[src/rtl/river_cfg_pkg.sv]
// Core configuration constants shared with the debug port.
// Holds the architectural register width and the DPortReq_* bit indices
// used to decode dport request types.
package river_cfg_pkg;

    localparam int RISCV_ARCH = 64;

    // Bit positions inside the dport request type vector
    localparam int DPortReq_Write     = 0;
    localparam int DPortReq_RegAccess = 1;
    localparam int DPortReq_MemAccess = 2;
    localparam int DPortReq_Progexec  = 3;
    localparam int DPortReq_Total     = 4;

endpackage : river_cfg_pkg

[src/rtl/dport_hart_resp_pkg.sv]
// State encoding, register bundle and address decode ranges for dport_hart_resp.
// Also provides the size-based zero-extension helper for memory reads.
// No ports; imported by dport_hart_resp.
package dport_hart_resp_pkg;

    import river_cfg_pkg::*;

    localparam logic [2:0] ST_IDLE     = 3'd0;
    localparam logic [2:0] ST_IREG     = 3'd1;
    localparam logic [2:0] ST_CSR_REQ  = 3'd2;
    localparam logic [2:0] ST_CSR_RESP = 3'd3;
    localparam logic [2:0] ST_MEM_REQ  = 3'd4;
    localparam logic [2:0] ST_MEM_RESP = 3'd5;
    localparam logic [2:0] ST_RESP     = 3'd6;

    // RegAccess address windows on addr[15:0]
    localparam logic [15:0] CSR_ADDR_MAX  = 16'h0FFF;
    localparam logic [15:0] IREG_ADDR_MIN = 16'h1000;
    localparam logic [15:0] IREG_ADDR_MAX = 16'h103F;

    // Only the write flag of the request type matters once the target
    // state is chosen, so the decoded flag is kept instead of the vector.
    typedef struct packed {
        logic [2:0]            state;
        logic                  wr;
        logic [RISCV_ARCH-1:0] addr;
        logic [RISCV_ARCH-1:0] wdata;
        logic [2:0]            size;
        logic [RISCV_ARCH-1:0] rdata;
        logic                  resp_err;
        logic                  haltreq;
        logic                  resumereq;
        logic                  resethaltreq;
        logic                  hartreset;
    } dport_hart_regs_t;

    localparam dport_hart_regs_t DPORT_HART_REG_RESET = '0;

    // size: 0=1B, 1=2B, 2=4B, anything else = full width
    function automatic logic [RISCV_ARCH-1:0] zext_by_size(
        input logic [RISCV_ARCH-1:0] d,
        input logic [2:0]            sz
    );
        logic [RISCV_ARCH-1:0] r;
        case (sz)
            3'd0:    r = {{(RISCV_ARCH-8){1'b0}},  d[7:0]};
            3'd1:    r = {{(RISCV_ARCH-16){1'b0}}, d[15:0]};
            3'd2:    r = {{(RISCV_ARCH-32){1'b0}}, d[31:0]};
            default: r = d;
        endcase
        return r;
    endfunction

endpackage : dport_hart_resp_pkg

[src/rtl/types_river_pkg.sv]
// Debug-port interconnect bundle types.
// dport_in_type: control bits, request channel and response ready.
// dport_out_type: request ready and response channel.
package types_river_pkg;

    import river_cfg_pkg::*;

    typedef struct packed {
        logic                      haltreq;
        logic                      resumereq;
        logic                      resethaltreq;
        logic                      hartreset;
        logic                      req_valid;
        logic [DPortReq_Total-1:0] dtype;
        logic [RISCV_ARCH-1:0]     addr;
        logic [RISCV_ARCH-1:0]     wdata;
        logic [2:0]                size;
        logic                      resp_ready;
    } dport_in_type;

    typedef struct packed {
        logic                  req_ready;
        logic                  resp_valid;
        logic                  resp_error;
        logic [RISCV_ARCH-1:0] rdata;
    } dport_out_type;

endpackage : types_river_pkg

[src/rtl/dport_hart_resp.sv]
// Per-hart debug-port responder: decodes one dport request into an integer
// regfile, CSR or memory access and returns a single response.
// Ports: i_dporti/o_dporto to the interconnect, registered control copies,
// regfile port (o_ireg_*), CSR req/resp channel, memory req/resp channel.
// Latency: regfile access 2 cycles accept-to-resp_valid; CSR/mem are backend
// dependent, bounded by the watchdog. One request in flight; req_ready only in IDLE.
module dport_hart_resp
    import river_cfg_pkg::*;
    import types_river_pkg::*;
    import dport_hart_resp_pkg::*;
#(
    parameter logic async_reset = 1'b1,
    parameter int   TMO_WIDTH   = 8
) (
    input  logic                  i_clk,
    input  logic                  i_nrst,
    input  dport_in_type          i_dporti,
    output dport_out_type         o_dporto,
    output logic                  o_haltreq,
    output logic                  o_resumereq,
    output logic                  o_resethaltreq,
    output logic                  o_hartreset,
    output logic [5:0]            o_ireg_addr,
    output logic                  o_ireg_wena,
    output logic [RISCV_ARCH-1:0] o_ireg_wdata,
    input  logic [RISCV_ARCH-1:0] i_ireg_rdata,
    output logic                  o_csr_req_valid,
    input  logic                  i_csr_req_ready,
    output logic                  o_csr_req_write,
    output logic [11:0]           o_csr_req_addr,
    output logic [RISCV_ARCH-1:0] o_csr_req_data,
    input  logic                  i_csr_resp_valid,
    input  logic                  i_csr_resp_exception,
    input  logic [RISCV_ARCH-1:0] i_csr_resp_data,
    output logic                  o_mem_req_valid,
    input  logic                  i_mem_req_ready,
    output logic                  o_mem_req_write,
    output logic [RISCV_ARCH-1:0] o_mem_req_addr,
    output logic [RISCV_ARCH-1:0] o_mem_req_wdata,
    output logic [2:0]            o_mem_req_size,
    input  logic                  i_mem_resp_valid,
    input  logic                  i_mem_resp_error,
    input  logic [RISCV_ARCH-1:0] i_mem_resp_data
);

    dport_hart_regs_t     r_q, r_d;
    // Watchdog width is a module parameter, so it lives outside the bundle
    logic [TMO_WIDTH-1:0] tmo_q, tmo_d;

    logic        req_fire;
    logic        tmo_expired;
    logic        is_mem;
    logic        is_reg;
    logic [15:0] reg_addr;

    always_comb begin
        r_d   = r_q;
        tmo_d = tmo_q;

        // Control copies track the interconnect regardless of FSM state
        r_d.haltreq      = i_dporti.haltreq;
        r_d.resumereq    = i_dporti.resumereq;
        r_d.resethaltreq = i_dporti.resethaltreq;
        r_d.hartreset    = i_dporti.hartreset;

        req_fire    = i_dporti.req_valid && (r_q.state == ST_IDLE);
        tmo_expired = &tmo_q;
        // A Progexec request is never serviced here, whatever else is set
        is_mem      = i_dporti.dtype[DPortReq_MemAccess] && !i_dporti.dtype[DPortReq_Progexec];
        is_reg      = i_dporti.dtype[DPortReq_RegAccess] && !i_dporti.dtype[DPortReq_Progexec];
        reg_addr    = i_dporti.addr[15:0];

        case (r_q.state)
            ST_IDLE: begin
                if (req_fire) begin
                    r_d.wr       = i_dporti.dtype[DPortReq_Write];
                    r_d.addr     = i_dporti.addr;
                    r_d.wdata    = i_dporti.wdata;
                    r_d.size     = i_dporti.size;
                    r_d.rdata    = '0;
                    r_d.resp_err = 1'b0;
                    tmo_d        = '0;
                    if (is_mem) begin
                        r_d.state = ST_MEM_REQ;
                    end else if (is_reg && (reg_addr <= CSR_ADDR_MAX)) begin
                        r_d.state = ST_CSR_REQ;
                    end else if (is_reg && (reg_addr >= IREG_ADDR_MIN)
                                        && (reg_addr <= IREG_ADDR_MAX)) begin
                        r_d.state = ST_IREG;
                    end else begin
                        r_d.resp_err = 1'b1;
                        r_d.state    = ST_RESP;
                    end
                end
            end
            ST_IREG: begin
                r_d.rdata = i_ireg_rdata;
                r_d.state = ST_RESP;
            end
            ST_CSR_REQ: begin
                tmo_d = tmo_q + 1'b1;
                if (tmo_expired) begin
                    r_d.resp_err = 1'b1;
                    r_d.state    = ST_RESP;
                end else if (i_csr_req_ready) begin
                    r_d.state = ST_CSR_RESP;
                end
            end
            ST_CSR_RESP: begin
                tmo_d = tmo_q + 1'b1;
                if (tmo_expired) begin
                    r_d.resp_err = 1'b1;
                    r_d.state    = ST_RESP;
                end else if (i_csr_resp_valid) begin
                    r_d.rdata    = i_csr_resp_exception ? '0 : i_csr_resp_data;
                    r_d.resp_err = i_csr_resp_exception;
                    r_d.state    = ST_RESP;
                end
            end
            ST_MEM_REQ: begin
                tmo_d = tmo_q + 1'b1;
                if (tmo_expired) begin
                    r_d.resp_err = 1'b1;
                    r_d.state    = ST_RESP;
                end else if (i_mem_req_ready) begin
                    r_d.state = ST_MEM_RESP;
                end
            end
            ST_MEM_RESP: begin
                tmo_d = tmo_q + 1'b1;
                if (tmo_expired) begin
                    r_d.resp_err = 1'b1;
                    r_d.state    = ST_RESP;
                end else if (i_mem_resp_valid) begin
                    r_d.rdata    = i_mem_resp_error ? '0
                                 : zext_by_size(i_mem_resp_data, r_q.size);
                    r_d.resp_err = i_mem_resp_error;
                    r_d.state    = ST_RESP;
                end
            end
            ST_RESP: begin
                if (i_dporti.resp_ready) begin
                    r_d.state = ST_IDLE;
                end
            end
            default: begin
                r_d.state = ST_IDLE;
            end
        endcase

        // Hart reset wins over everything: abandon the request silently
        if (i_dporti.hartreset) begin
            r_d.state    = ST_IDLE;
            r_d.rdata    = '0;
            r_d.resp_err = 1'b0;
            tmo_d        = '0;
        end
    end

    generate
        if (async_reset) begin : g_async_rst
            always_ff @(posedge i_clk or negedge i_nrst) begin
                if (!i_nrst) begin
                    r_q   <= DPORT_HART_REG_RESET;
                    tmo_q <= '0;
                end else begin
                    r_q   <= r_d;
                    tmo_q <= tmo_d;
                end
            end
        end else begin : g_sync_rst
            always_ff @(posedge i_clk) begin
                if (!i_nrst) begin
                    r_q   <= DPORT_HART_REG_RESET;
                    tmo_q <= '0;
                end else begin
                    r_q   <= r_d;
                    tmo_q <= tmo_d;
                end
            end
        end
    endgenerate

    always_comb begin
        o_dporto.req_ready  = (r_q.state == ST_IDLE);
        o_dporto.resp_valid = (r_q.state == ST_RESP);
        o_dporto.resp_error = r_q.resp_err;
        o_dporto.rdata      = r_q.rdata;
    end

    assign o_haltreq      = r_q.haltreq;
    assign o_resumereq    = r_q.resumereq;
    assign o_resethaltreq = r_q.resethaltreq;
    assign o_hartreset    = r_q.hartreset;

    // IREG lasts exactly one cycle, so the strobe is a single-cycle pulse
    assign o_ireg_addr  = r_q.addr[5:0];
    assign o_ireg_wena  = (r_q.state == ST_IREG) && r_q.wr;
    assign o_ireg_wdata = r_q.wdata;

    assign o_csr_req_valid = (r_q.state == ST_CSR_REQ);
    assign o_csr_req_write = r_q.wr;
    assign o_csr_req_addr  = r_q.addr[11:0];
    assign o_csr_req_data  = r_q.wdata;

    assign o_mem_req_valid = (r_q.state == ST_MEM_REQ);
    assign o_mem_req_write = r_q.wr;
    assign o_mem_req_addr  = r_q.addr;
    assign o_mem_req_wdata = r_q.wdata;
    assign o_mem_req_size  = r_q.size;

endmodule : dport_hart_resp

[config.mk]
export PLATFORM = sky130hd
export DESIGN_NAME = dport_hart_resp
export DESIGN_NICKNAME = d
export VERILOG_FILES = /design/src/rtl/river_cfg_pkg.sv /design/src/rtl/dport_hart_resp_pkg.sv /design/src/rtl/types_river_pkg.sv /design/src/rtl/dport_hart_resp.sv
export SDC_FILE = /design/constraint.sdc
export NUM_CORES = 1
export LEC_CHECK = 0
export CORE_AREA = 4 4 270 272
export CTS_CLUSTER_SIZE = 14
export DETAILED_ROUTE_END_ITERATION = 10
export DIE_AREA = 0 0 274 276
export HOLD_SLACK_MARGIN = 0.02
export RECOVER_POWER = 100
export SYNTH_ARGS = -nofsm -noshare
export SYNTH_HDL_FRONTEND = slang
export SYNTH_SLANG_ARGS = --single-unit
[constraint.sdc]
create_clock -name i_clk -period 2.45 [get_ports i_clk]
set_input_delay 0.245 -clock i_clk [delete_from_list [all_inputs] [get_ports i_clk]]
set_output_delay 0.245 -clock i_clk [all_outputs]
set_load 0.01 [all_outputs]
==> results of run 1 <==
-- cell type report --
class	count	area, µm²
Fill cell	7656	52600
Timing Repair Buffer	734	7320
Sequential cell	212	5310
Multi-Input combinational cell	700	3440
Tap cell	950	1190
Clock buffer	35	766
Clock inverter	13	124
Inverter	3	11.3
-- state kept, by name, indices dropped and copies added, names as in the netlist --
| name | flops |
|---|---|
| tmo_q | 8 |
| r_q | 3 |
| o_csr_req_data | 64 |
| o_resumereq | 1 |
| o_csr_req_write | 1 |
| o_mem_req_size | 3 |
| o_hartreset | 1 |
| o_mem_req_addr | 64 |
| o_resethaltreq | 1 |
| o_haltreq | 1 |
| o_dporto | 65 |
-- cell usage in the layout, fill, tap and decap left out, types with 2 or more instances in the layout --
master and count:
sky130_fd_sc_hd__nor3b_1 5, sky130_fd_sc_hd__dlygate4sd3_1 353, sky130_fd_sc_hd__a21oi_1 4, sky130_fd_sc_hd__nor2_1 14, sky130_fd_sc_hd__o31ai_1 26, sky130_fd_sc_hd__o21ai_0 55, sky130_fd_sc_hd__buf_2 2, sky130_fd_sc_hd__nand2_1 470
sky130_fd_sc_hd__nor4_1 3, sky130_fd_sc_hd__and2_2 2, sky130_fd_sc_hd__a222oi_1 64, sky130_fd_sc_hd__clkbuf_4 2, sky130_fd_sc_hd__and3_1 3, sky130_fd_sc_hd__buf_4 18, sky130_fd_sc_hd__a22oi_1 4, sky130_fd_sc_hd__clkdlybuf4s50_1 339
sky130_fd_sc_hd__nand4_1 3, sky130_fd_sc_hd__clkinv_2 8, sky130_fd_sc_hd__clkbuf_2 5, sky130_fd_sc_hd__nor2_2 2, sky130_fd_sc_hd__clkinvlp_4 2, sky130_fd_sc_hd__clkbuf_1 7, sky130_fd_sc_hd__nor3_1 5, sky130_fd_sc_hd__buf_12 9
sky130_fd_sc_hd__nor2b_1 6, sky130_fd_sc_hd__clkbuf_8 6, sky130_fd_sc_hd__nand3_1 3, sky130_fd_sc_hd__bufinv_16 2, sky130_fd_sc_hd__clkbuf_16 27, sky130_fd_sc_hd__inv_1 3, sky130_fd_sc_hd__a31oi_1 2, sky130_fd_sc_hd__o21a_1 2
sky130_fd_sc_hd__dfrtp_1 212
-- worst max-delay path, cell delays in order (launching register included) --
cell,delay (ns)
sky130_fd_sc_hd__dfrtp_1,0.40
sky130_fd_sc_hd__buf_4,0.20
sky130_fd_sc_hd__nor2_2,0.20
sky130_fd_sc_hd__and3_1,0.19
sky130_fd_sc_hd__clkdlybuf4s50_1,0.56
-- kinds of logic (layout without fill, tap and decap cells) --
| family | Yosys count | after routing | synth area share |
|---|---|---|---|
| and+or+nand+nor | 526 | 526 | 0.180 |
| buffers and inverters | 419 | 785 | 0.250 |
| DFF | 212 | 212 | 0.455 |
| AOI/OAI and AO/OA | 171 | 171 | 0.112 |
| adders and majority gates | 1 | 1 | 0.00107 |
| xor gates and xnor gates | 1 | 1 | 0.000751 |
| muxes | 1 | 1 | 0.000966 |
-- what timing repair did --
action                                  4_1_cts  5_1_grt
endpoints found under the setup margin        2        2
endpoints found under the hold margin        53        0
gates resized for setup                       3        2
hold buffers                                  1        0
-- how the worst max path moves through the flow --
stage	cells after the start	slack (ns)	end	start
after floorplan	7	0.58	o_dporto[64]	r_q[201]
after global placement	6	0.06	o_dporto[64]	i_dporti[80]
after detailed placement	6	0.02	o_dporto[64]	i_dporti[80]
after CTS	4	-0.02	o_ireg_wena	r_q[203]
after global routing	4	0.01	o_csr_req_valid	r_q[202]
final	4	0.13	o_ireg_wena	r_q[203]
-- power groups by stage --
| stage | logic (W) | registers [W] | clock network [W] |
|---|---|---|---|
| global route | 0.00998 | 0.00581 | 0.00430 |
| global placement | 0.0102 | 0.00577 | 0 |
| floorplan | 0.00699 | 0.00538 | 0 |
| detailed placement | 0.0102 | 0.00580 | 0 |
| CTS | 0.0103 | 0.00575 | 0.00419 |
| finish | 0.00917 | 0.00561 | 0.00400 |
-- metrics by stage --
step	instance area, µm²	setup WS (ns)
after floorplan	11700	0.582
after global placement	17300	0.0605
after detailed placement	17300	0.0196
after CTS	18200	-0.0176
after global routing	18200	0.0131
final	18200	0.132
-- cell usage after synthesis, types with 2 or more instances --
| library cell | instances |
|---|---|
| sky130_fd_sc_hd__a21oi_1 | 4 |
| sky130_fd_sc_hd__a222oi_1 | 64 |
| sky130_fd_sc_hd__a22oi_1 | 4 |
| sky130_fd_sc_hd__a31oi_1 | 2 |
| sky130_fd_sc_hd__and2_1 | 3 |
| sky130_fd_sc_hd__and3_1 | 4 |
| sky130_fd_sc_hd__buf_2 | 25 |
| sky130_fd_sc_hd__buf_4 | 345 |
| sky130_fd_sc_hd__buf_6 | 2 |
| sky130_fd_sc_hd__clkbuf_1 | 40 |
| sky130_fd_sc_hd__clkbuf_2 | 3 |
| sky130_fd_sc_hd__dfrtp_1 | 212 |
| sky130_fd_sc_hd__inv_1 | 3 |
| sky130_fd_sc_hd__nand2_1 | 470 |
| sky130_fd_sc_hd__nand3_1 | 3 |
| sky130_fd_sc_hd__nand4_1 | 3 |
| sky130_fd_sc_hd__nor2_1 | 15 |
| sky130_fd_sc_hd__nor2b_1 | 6 |
| sky130_fd_sc_hd__nor3_1 | 5 |
| sky130_fd_sc_hd__nor3b_1 | 5 |
| sky130_fd_sc_hd__nor4_1 | 3 |
| sky130_fd_sc_hd__o21a_1 | 2 |
| sky130_fd_sc_hd__o21ai_0 | 53 |
| sky130_fd_sc_hd__o21ai_1 | 3 |
| sky130_fd_sc_hd__o31ai_1 | 26 |
-- per-layer routing --
metal  track usage  share of wire
met5             0        0.00029
met4        0.0322          0.029
met3        0.0287          0.087
met2         0.198           0.50
met1         0.131           0.39
==> results.json, run 1 <==
{
  "clock_sink_count": 212,
  "synth_area_um2": 11700,
  "grt_pass1_wl_um": 65600,
  "critical_path.reg2reg.endpoint": "o_csr_req_data[29]",
  "grt_antenna_before_repair": 2,
  "setup_viol_count_final": 0,
  "hold_depth": 3,
  "wl_um": 45000,
  "worstPathArrival_ns": 2.07,
  "insertedDiodeCount": 0,
  "max-cap-violations": 1,
  "cts-root-buf": "sky130_fd_sc_hd__clkbuf_16",
  "netlist.area_leader.share": 0.455,
  "synthesis.yosys.warnings": 0,
  "seq_power_share": 0.299,
  "gp_routability_congestion": 0.832,
  "outcome": "finished with violations",
  "drt_first_iter_violations": 761,
  "violations": "capacitance limit, slew limit",
  "worstSetupPathType": "reg -> out",
  "layout-drive-gt1-share": 0.0572,
  "area_contributors_post_synth": "sky130_fd_sc_hd__dfrtp_1, sky130_fd_sc_hd__buf_4, sky130_fd_sc_hd__nand2_1, sky130_fd_sc_hd__a222oi_1, sky130_fd_sc_hd__o21ai_0",
  "switching_share": 0.383,
  "max_slew.worst_pin.slew_ns": 1.84,
  "final_cells": 2647,
  "leakagePower_nw": 8.19,
  "route.detailed.vias_per_inst": 3.82,
  "drc": 0,
  "final_period_util": 0.946,
  "ys_async_sr_fraction": 1.00,
  "power-per-cell-area_nw_per_um2": 1030,
  "crit-reg2reg-launch": "r_q[202]",
  "timing_hold_violations_final": 0,
  "fmax_mhz": 431,
  "syn_to_final_growth_pct": 55.7,
  "synth_edf_count": 0,
  "placement_rows": 98,
  "synthesis.nets": 1673,
  "reg2regPathDepth": 6,
  "worst_hold_startpoint": "i_dporti[28]",
  "synth_sequential_area_ratio": 0.455,
  "synth.ff_latch_count": 212,
  "routedWlPerCell_um": 17.0,
  "netlist_instances": 1331,
  "shortest_period_the_worst_path_allows_ns": 2.32,
  "synth.largest_area_cell": "sky130_fd_sc_hd__dfrtp_1",
  "die_x_um": 274,
  "hp-class": "in -> reg",
  "cts_buffer_depth": 3,
  "fp.dieArea_um2": 75600,
  "path_clk_slew_ns": 0.06,
  "setup.reg_to_reg.worst_slack_ns": 0.17,
  "rsz0062_at_grt": "false",
  "p_int_w": 0.0116,
  "final.setup_skew_ns": 0.0125,
  "startpoint_type": "flop",
  "syn-mean-instance-area_um2": 8.76,
  "comb_power_share": 0.488,
  "finalCoreUtilization": 0.257,
  "die_h_um": 276,
  "dpl.hpwl_um": 35400,
  "globalRouteOverflowTotal": 0,
  "initial_utilization": 0.165,
  "whs_ns": 0.218,
  "worst_setup_path_end_kind": "output port",
  "grt_start_max_net_pins": 65,
  "grt_pass1_vias": 10356,
  "ys_types": 51,
  "report.final.slew_viol_count": 57,
  "num_vias": 10100,
  "worst_ep_required_time_ns": 2.20,
  "ys.flop_type": "sky130_fd_sc_hd__dfrtp_1",
  "cts_tree": "built",
  "total_power_w": 0.0188,
  "route.antenna.remaining_nets": 0,
  "tritoncts.num_buffers": 26,
  "maxSlewHeadroom": -0.225,
  "portBuffers": 693,
  "switching_power_w": 0.00719,
  "holdPathEnd": "o_csr_req_data[24]",
  "totalNegativeSetupSlack_ns": 0,
  "power_frac_clock": 0.213,
  "postCtsSetupBuffers": 0,
  "layout.nets": 2019,
  "htree_num_levels": 1,
  "core_area_um2": 70800,
  "global_route.usage.total": 0.111,
  "irDropWorstVdd_mv": 0.598,
  "placedCellCount": 2598,
  "critical_path_peak_fanout": 16,
  "num_io_pins": 694,
  "insertion_delay_ns": 0.55,
  "number_of_search_and_repair_iterations_in_the_first_detailed_routing_pass": 10
}
Note: power is estimated with default switching activity, not from simulation.
==> run 2: changes to the inputs <==
CELL_PAD_IN_SITES_DETAIL_PLACEMENT = 1   (was not set)
CELL_PAD_IN_SITES_GLOBAL_PLACEMENT = 1   (was not set)
CORE_AREA = 4 4 269 271   (was 4 4 270 272)
DIE_AREA = 0 0 273 275   (was 0 0 274 276)
PLACE_DENSITY_LB_ADDON = 0.1   (was not set)
==> run 2 against run 1 <==
  * The flow now finishes without violations
  * Design area up 0.90%
  * Largest cell class unchanged
  * Wire length up 34%
  * Sequential share of layout area is 0.26 points lower
  * Power rose by 4.1%
  * Highest routed layer unchanged
  * Sequential power is 0.7% higher
  * Critical path type unchanged
  * Critical endpoint unchanged
  * Critical path depth grew 1
  * Fmax increased by 1.8%
  * Worst setup slack better by 0.041 ns
  * Count of clock-buffer cells in the layout rose by 9
==> results.json, run 2 (synthesis results as in run 1) <==
{
  "outcome": "finished clean",
  "irDropWorstVdd_mv": 0.491,
  "num-fill-cells": 7995,
  "clock_sink_count": 212,
  "worstSetupPathType": "reg -> out",
  "die_h_um": 275,
  "startpoint_type": "flop",
  "comb_power_share": 0.489,
  "layout_commonest_cell": "sky130_fd_sc_hd__nand2_1",
  "final.setup_skew_ns": 0.0182,
  "grt_antenna_before_repair": 18,
  "cts_tree": "built",
  "route.detailed.vias_per_inst": 3.91,
  "max_ffs_per_register": 65,
  "postCtsSetupBuffers": 0,
  "portBuffers": 693,
  "num_io_pins": 694,
  "routedWlPerCell_um": 22.6,
  "report.final.slew_viol_count": 0,
  "dpl.hpwl_um": 47300,
  "worst_setup_path_end_kind": "output port",
  "layout.nets": 2041,
  "placement_rows": 97,
  "insertion_delay_ns": 0.58,
  "final_period_util": 0.929,
  "cts-root-buf": "sky130_fd_sc_hd__clkbuf_16",
  "grt_start_max_net_pins": 114,
  "layout_common_cells": "sky130_fd_sc_hd__nand2_1, sky130_fd_sc_hd__dlygate4sd3_1, sky130_fd_sc_hd__clkdlybuf4s50_1",
  "seq_power_share": 0.289,
  "worst_ep_required_time_ns": 2.20,
  "fmax_mhz": 439,
  "finalCoreUtilization": 0.262,
  "cp_slowest_stage_delay_ns": 0.44,
  "max-cap-violations": 0,
  "grt_pass1_vias": 11277,
  "path_clk_slew_ns": 0.06,
  "grt_pass1_wl_um": 84300,
  "maxSlewHeadroom": 0.241,
  "drt_first_iter_violations": 637,
  "rsz0062_at_grt": "false",
  "core_area_um2": 69800,
  "wl_um": 60300,
  "timing.critical_path.cells": "buf_4 > nor2_1 > clkbuf_1 > and3_1 > dlygate4sd2_1",
  "power-per-cell-area_nw_per_um2": 1070,
  "tritoncts.num_buffers": 30,
  "initial_utilization": 0.167,
  "shortest_period_the_worst_path_allows_ns": 2.28,
  "number_of_search_and_repair_iterations_in_the_first_detailed_routing_pass": 8,
  "p_int_w": 0.0118,
  "globalRouteOverflowTotal": 0,
  "totalNegativeSetupSlack_ns": 0,
  "critical_path_peak_fanout": 5,
  "die_x_um": 273,
  "cts_buffer_depth": 3,
  "power_frac_clock": 0.222,
  "max_slew.worst_pin.slew_ns": 1.14,
  "worstPathArrival_ns": 2.03,
  "syn_to_final_growth_pct": 57.1,
  "route.antenna.remaining_nets": 0,
  "timing_hold_violations_final": 0,
  "switching_share": 0.397,
  "crit_path_top_delay_cell": "sky130_fd_sc_hd__dfrtp_1",
  "hp-class": "in -> reg",
  "leakagePower_nw": 8.30,
  "layout-drive-gt1-share": 0.0656,
  "htree_num_levels": 1,
  "fp.dieArea_um2": 75100,
  "num_vias": 10455,
  "gp_routability_congestion": 0.765,
  "drc": 0,
  "setup_viol_count_final": 0,
  "switching_power_w": 0.00777,
  "global_route.usage.total": 0.152
}
==> run 2: cell count changes in the layout (fill, tap and decap cells not counted), sizes merged <==
cell	previous run	this run
clkinvlp	2	0
buf	29	46
clkdlybuf4s50	339	336
dlygate4sd2	1	4
clkbuf	47	57
diode	0	13
bufinv	2	1
clkinv	8	11
inv	4	3
==> run 2: critical path, delay by kind of cell (launching register included) <==
| kind | cells | cell delay (ns) |
|---|---|---|
| buffers and inverters | 3 | 0.67 |
| and+or+nand+nor | 2 | 0.33 |
| DFF | 1 | 0.44 |
==> run 2: path summary, 6_finish.rpt <==
kind	start	endpoint	slack (ns)	cells after the start
setup / recovery	r_q[203]	o_ireg_wena	0.17	5
setup reg to reg	r_q[203]	o_dporto[26]	0.24	6
min in group asynchronous	i_nrst	o_mem_req_addr[42]	0.24	2
hold reg to reg	o_mem_req_addr[26]	o_mem_req_addr[26]	0.47	2
hold / removal	i_dporti[92]	o_mem_req_addr[24]	0.19	3
max in group asynchronous	i_nrst	o_dporto[56]	0.65	3
==> run 2: what timing repair did <==
action / 4_1_cts / 5_1_grt
hold buffers: 1 / 0
resized for setup: 4 / 1
endpoints found under the setup margin: 4 / 13
endpoints found under the hold margin: 63 / 0
pin swaps: 0 / 0
==> run 2: cell type report <==
cell class / count / area (µm²) / area share
antenna: 13 / 32.5 / 0.00178
clock buffer: 44 / 873 / 0.0477
clock inverter: 12 / 100 / 0.00546
inverter: 3 / 11.3 / 0.000615
multi-input combinational: 700 / 3450 / 0.188
sequential: 212 / 5310 / 0.290
tap: 940 / 1180 / 0.0642
timing repair buffer: 752 / 7370 / 0.403
==> run 2: metrics by stage <==
step	cells	hold slack, ns	setup WS [ns]	instance area (µm²)	total power (W)
5_1_grt	2672	0.163	0.0287	18300	0.0210
6_report	2676	0.193	0.173	18300	0.0195
3_3_place_gp	2606	0.301	-0.132	17400	0.0165
4_1_cts	2663	0.0715	0.0699	18400	0.0211
2_1_floorplan	1331	-0.0506	0.582	11700	0.0124
3_5_place_dp	2606	0.297	-0.200	17400	0.0166
==> run 2: power groups by stage <==
stage	Clock (W)	Sequential, W	Combinational (W)
floorplan	0	0.00538	0.00699
global route	0.00469	0.00586	0.0104
finish	0.00434	0.00565	0.00956
global placement	0	0.00581	0.0107
CTS	0.00457	0.00582	0.0107
detailed placement	0	0.00586	0.0107
==> run 2: routing by layer <==
layer | routed length [µm] | global-route usage
met1 | 22900 | 0.173
met2 | 31300 | 0.274
met3 | 4790 | 0.0451
met4 | 1340 | 0.0445
met5 | 74 | 0
==> run 3: changes to the inputs <==
CORE_AREA = 2 2 267 269   (was 4 4 269 271)
CTS_BUF_LIST = sky130_fd_sc_hd__clkbuf_16   (was not set)
DIE_AREA = 0 0 269 271   (was 0 0 273 275)
==> run 3 against run 2 <==
  * Worst setup slack got worse by 0.049 ns
  * Global-route usage decreased by 0.73 points
  * Utilization decreased by 0.13 points
  * Design area decreased by 0.49%
  * Largest cell class unchanged
  * First-iteration DRC count increased by 0.47%
  * Clock power decreased by 8.3%
  * Flip-flop and latch count unchanged
  * Critical path depth increased by 2
  * Sequential share of layout area increased by 0.16 points
==> results.json, run 3 (synthesis results as in run 1) <==
{
  "die_x_um": 269,
  "dpl.hpwl_um": 43300,
  "worstSetupPathType": "reg -> reg",
  "postLayoutSetupSlackWorst_ns": 0.124,
  "wl_um": 55200,
  "outcome": "finished clean",
  "final_period_util": 0.949,
  "setup_viol_count_final": 0,
  "report.final.slew_viol_count": 0,
  "initial_utilization": 0.167,
  "cts_tree": "built",
  "placement_rows": 97,
  "fp.dieArea_um2": 72900,
  "startpoint_type": "flop",
  "max_ffs_per_register": 65,
  "layout_commonest_cell": "sky130_fd_sc_hd__nand2_1",
  "gp_routability_congestion": 0.792,
  "insertion_delay_ns": 0.57,
  "grt_start_max_net_pins": 114,
  "path_clk_slew_ns": 0.06,
  "globalRouteOverflowTotal": 0,
  "cts_buffer_depth": 3,
  "layout_common_cells": "sky130_fd_sc_hd__nand2_1, sky130_fd_sc_hd__dlygate4sd3_1, sky130_fd_sc_hd__clkdlybuf4s50_1",
  "tritoncts.num_buffers": 29,
  "worstPathArrival_ns": 2.77,
  "reg2regPathDepth": 7,
  "totalNegativeSetupSlack_ns": 0,
  "total_power_w": 0.0192,
  "most_used_cell_cp": "sky130_fd_sc_hd__buf_4",
  "grt_antenna_before_repair": 6,
  "cp_slowest_stage_delay_ns": 0.67,
  "worst_setup_path_end_kind": "flop",
  "leakagePower_nw": 8.25,
  "max-cap-violations": 0,
  "route.detailed.vias_per_inst": 3.88,
  "routedWlPerCell_um": 20.8,
  "power-per-cell-area_nw_per_um2": 1050,
  "num_vias": 10290,
  "num_io_pins": 694,
  "critical_path_stages": 7,
  "route.antenna.remaining_nets": 0,
  "worst_ep_required_time_ns": 2.89,
  "portBuffers": 693,
  "finalCoreUtilization": 0.261,
  "drt_first_iter_violations": 640,
  "worst_path_bufs_invs": 3,
  "die_h_um": 271,
  "shortest_period_the_worst_path_allows_ns": 2.33,
  "timing_hold_violations_final": 0,
  "max_slew.worst_pin.slew_ns": 1.28,
  "critical-path-top-delay-family": "compound AO/OA/AOI/OAI gates",
  "syn_to_final_growth_pct": 56.3,
  "hold_depth": 3,
  "rsz0062_at_grt": "false",
  "fmax_mhz": 430,
  "cts-root-buf": "sky130_fd_sc_hd__clkbuf_16",
  "irDropWorstVdd_mv": 0.484,
  "grt_pass1_vias": 10628,
  "global_route.usage.total": 0.144,
  "dp_slack_ns": 0.00372,
  "number_of_search_and_repair_iterations_in_the_first_detailed_routing_pass": 6,
  "timing.critical_path.cells": "buf_4 > nor2_1 > and2_2 > buf_4 > a222oi_1 > buf_4 > o31ai_1",
  "clock_sink_count": 212,
  "grt_pass1_wl_um": 77500,
  "crit_path_top_delay_cell": "sky130_fd_sc_hd__a222oi_1",
  "core_area_um2": 69800,
  "htree_num_levels": 1,
  "final.setup_skew_ns": 0.0110,
  "maxSlewHeadroom": 0.144,
  "layout-drive-gt1-share": 0.0618,
  "drc": 0,
  "critical_path_peak_fanout": 20,
  "layout.nets": 2033,
  "hp-class": "in -> reg"
}
[run 3: cell count changes in the layout (fill, tap and decap cells not counted), moves of 5 or more]
cell / delta
sky130_fd_sc_hd__diode_2: -12
sky130_fd_sc_hd__clkbuf_1: -10
sky130_fd_sc_hd__buf_4: -9
sky130_fd_sc_hd__buf_12: +8
sky130_fd_sc_hd__clkbuf_8: -8
sky130_fd_sc_hd__clkinv_1: +7
sky130_fd_sc_hd__inv_1: +5
[run 3: tightest hold or removal path, delay by kind of cell]
| kind | cells | cell delay [ns] |
|---|---|---|
| buffers and inverters | 1 | 0.39 |
| AND/OR/NAND/NOR | 2 | 0.09 |
[run 3: final cells by class]
type	count	area (µm²)
timing repair buffer	745	7420
multi-input combinational	700	3440
clock buffer	29	726
fill	8022	51600
inverter	3	11.3
tap	940	1180
antenna	1	2.50
clock inverter	25	144
sequential	212	5310
[run 3: through the flow]
stage / hold WS [ns] / area (µm²) / instances
2_1_floorplan: -0.0506 / 11700 / 1331
3_3_place_gp: 0.189 / 17400 / 2599
3_5_place_dp: 0.182 / 17400 / 2599
4_1_cts: 0.0723 / 18300 / 2654
5_1_grt: 0.181 / 18200 / 2655
6_report: 0.203 / 18200 / 2655
[run 3: what timing repair did]
item	in CTS	in global routing
pin swaps	0	1
setup endpoints to repair	3	3
hold endpoints to repair	57	0
setup buffers	0	0
resized for setup	4	2
hold buffers	1	0
[run 3: final timing paths]
kind,start,end,slack [ns]
worst min-delay path,i_dporti[4],o_csr_req_data[0],0.20
worst max-delay path,r_q[203],o_dporto[29],0.12
min in group asynchronous,i_nrst,o_mem_req_addr[47],0.49
worst min register to register,o_mem_req_addr[13],o_mem_req_addr[13],0.47
max in group asynchronous,i_nrst,o_dporto[26],0.60
worst max register to register,r_q[203],o_dporto[29],0.12
[run 3: metal layers]
metal | GRT usage | wire [µm] | vias up
met4 | 0.0313 | 1150 | 8
li1 | - | - | 4793
met3 | 0.0408 | 4170 | 58
met1 | 0.163 | 21000 | 5042
met2 | 0.265 | 28800 | 389
met5 | 0 | 47 | -
[run 3: power by group]
part           internal [W]  switching, W
logic               0.00464       0.00489
clock network       0.00224       0.00174
registers           0.00464       0.00102
total                0.0115       0.00765
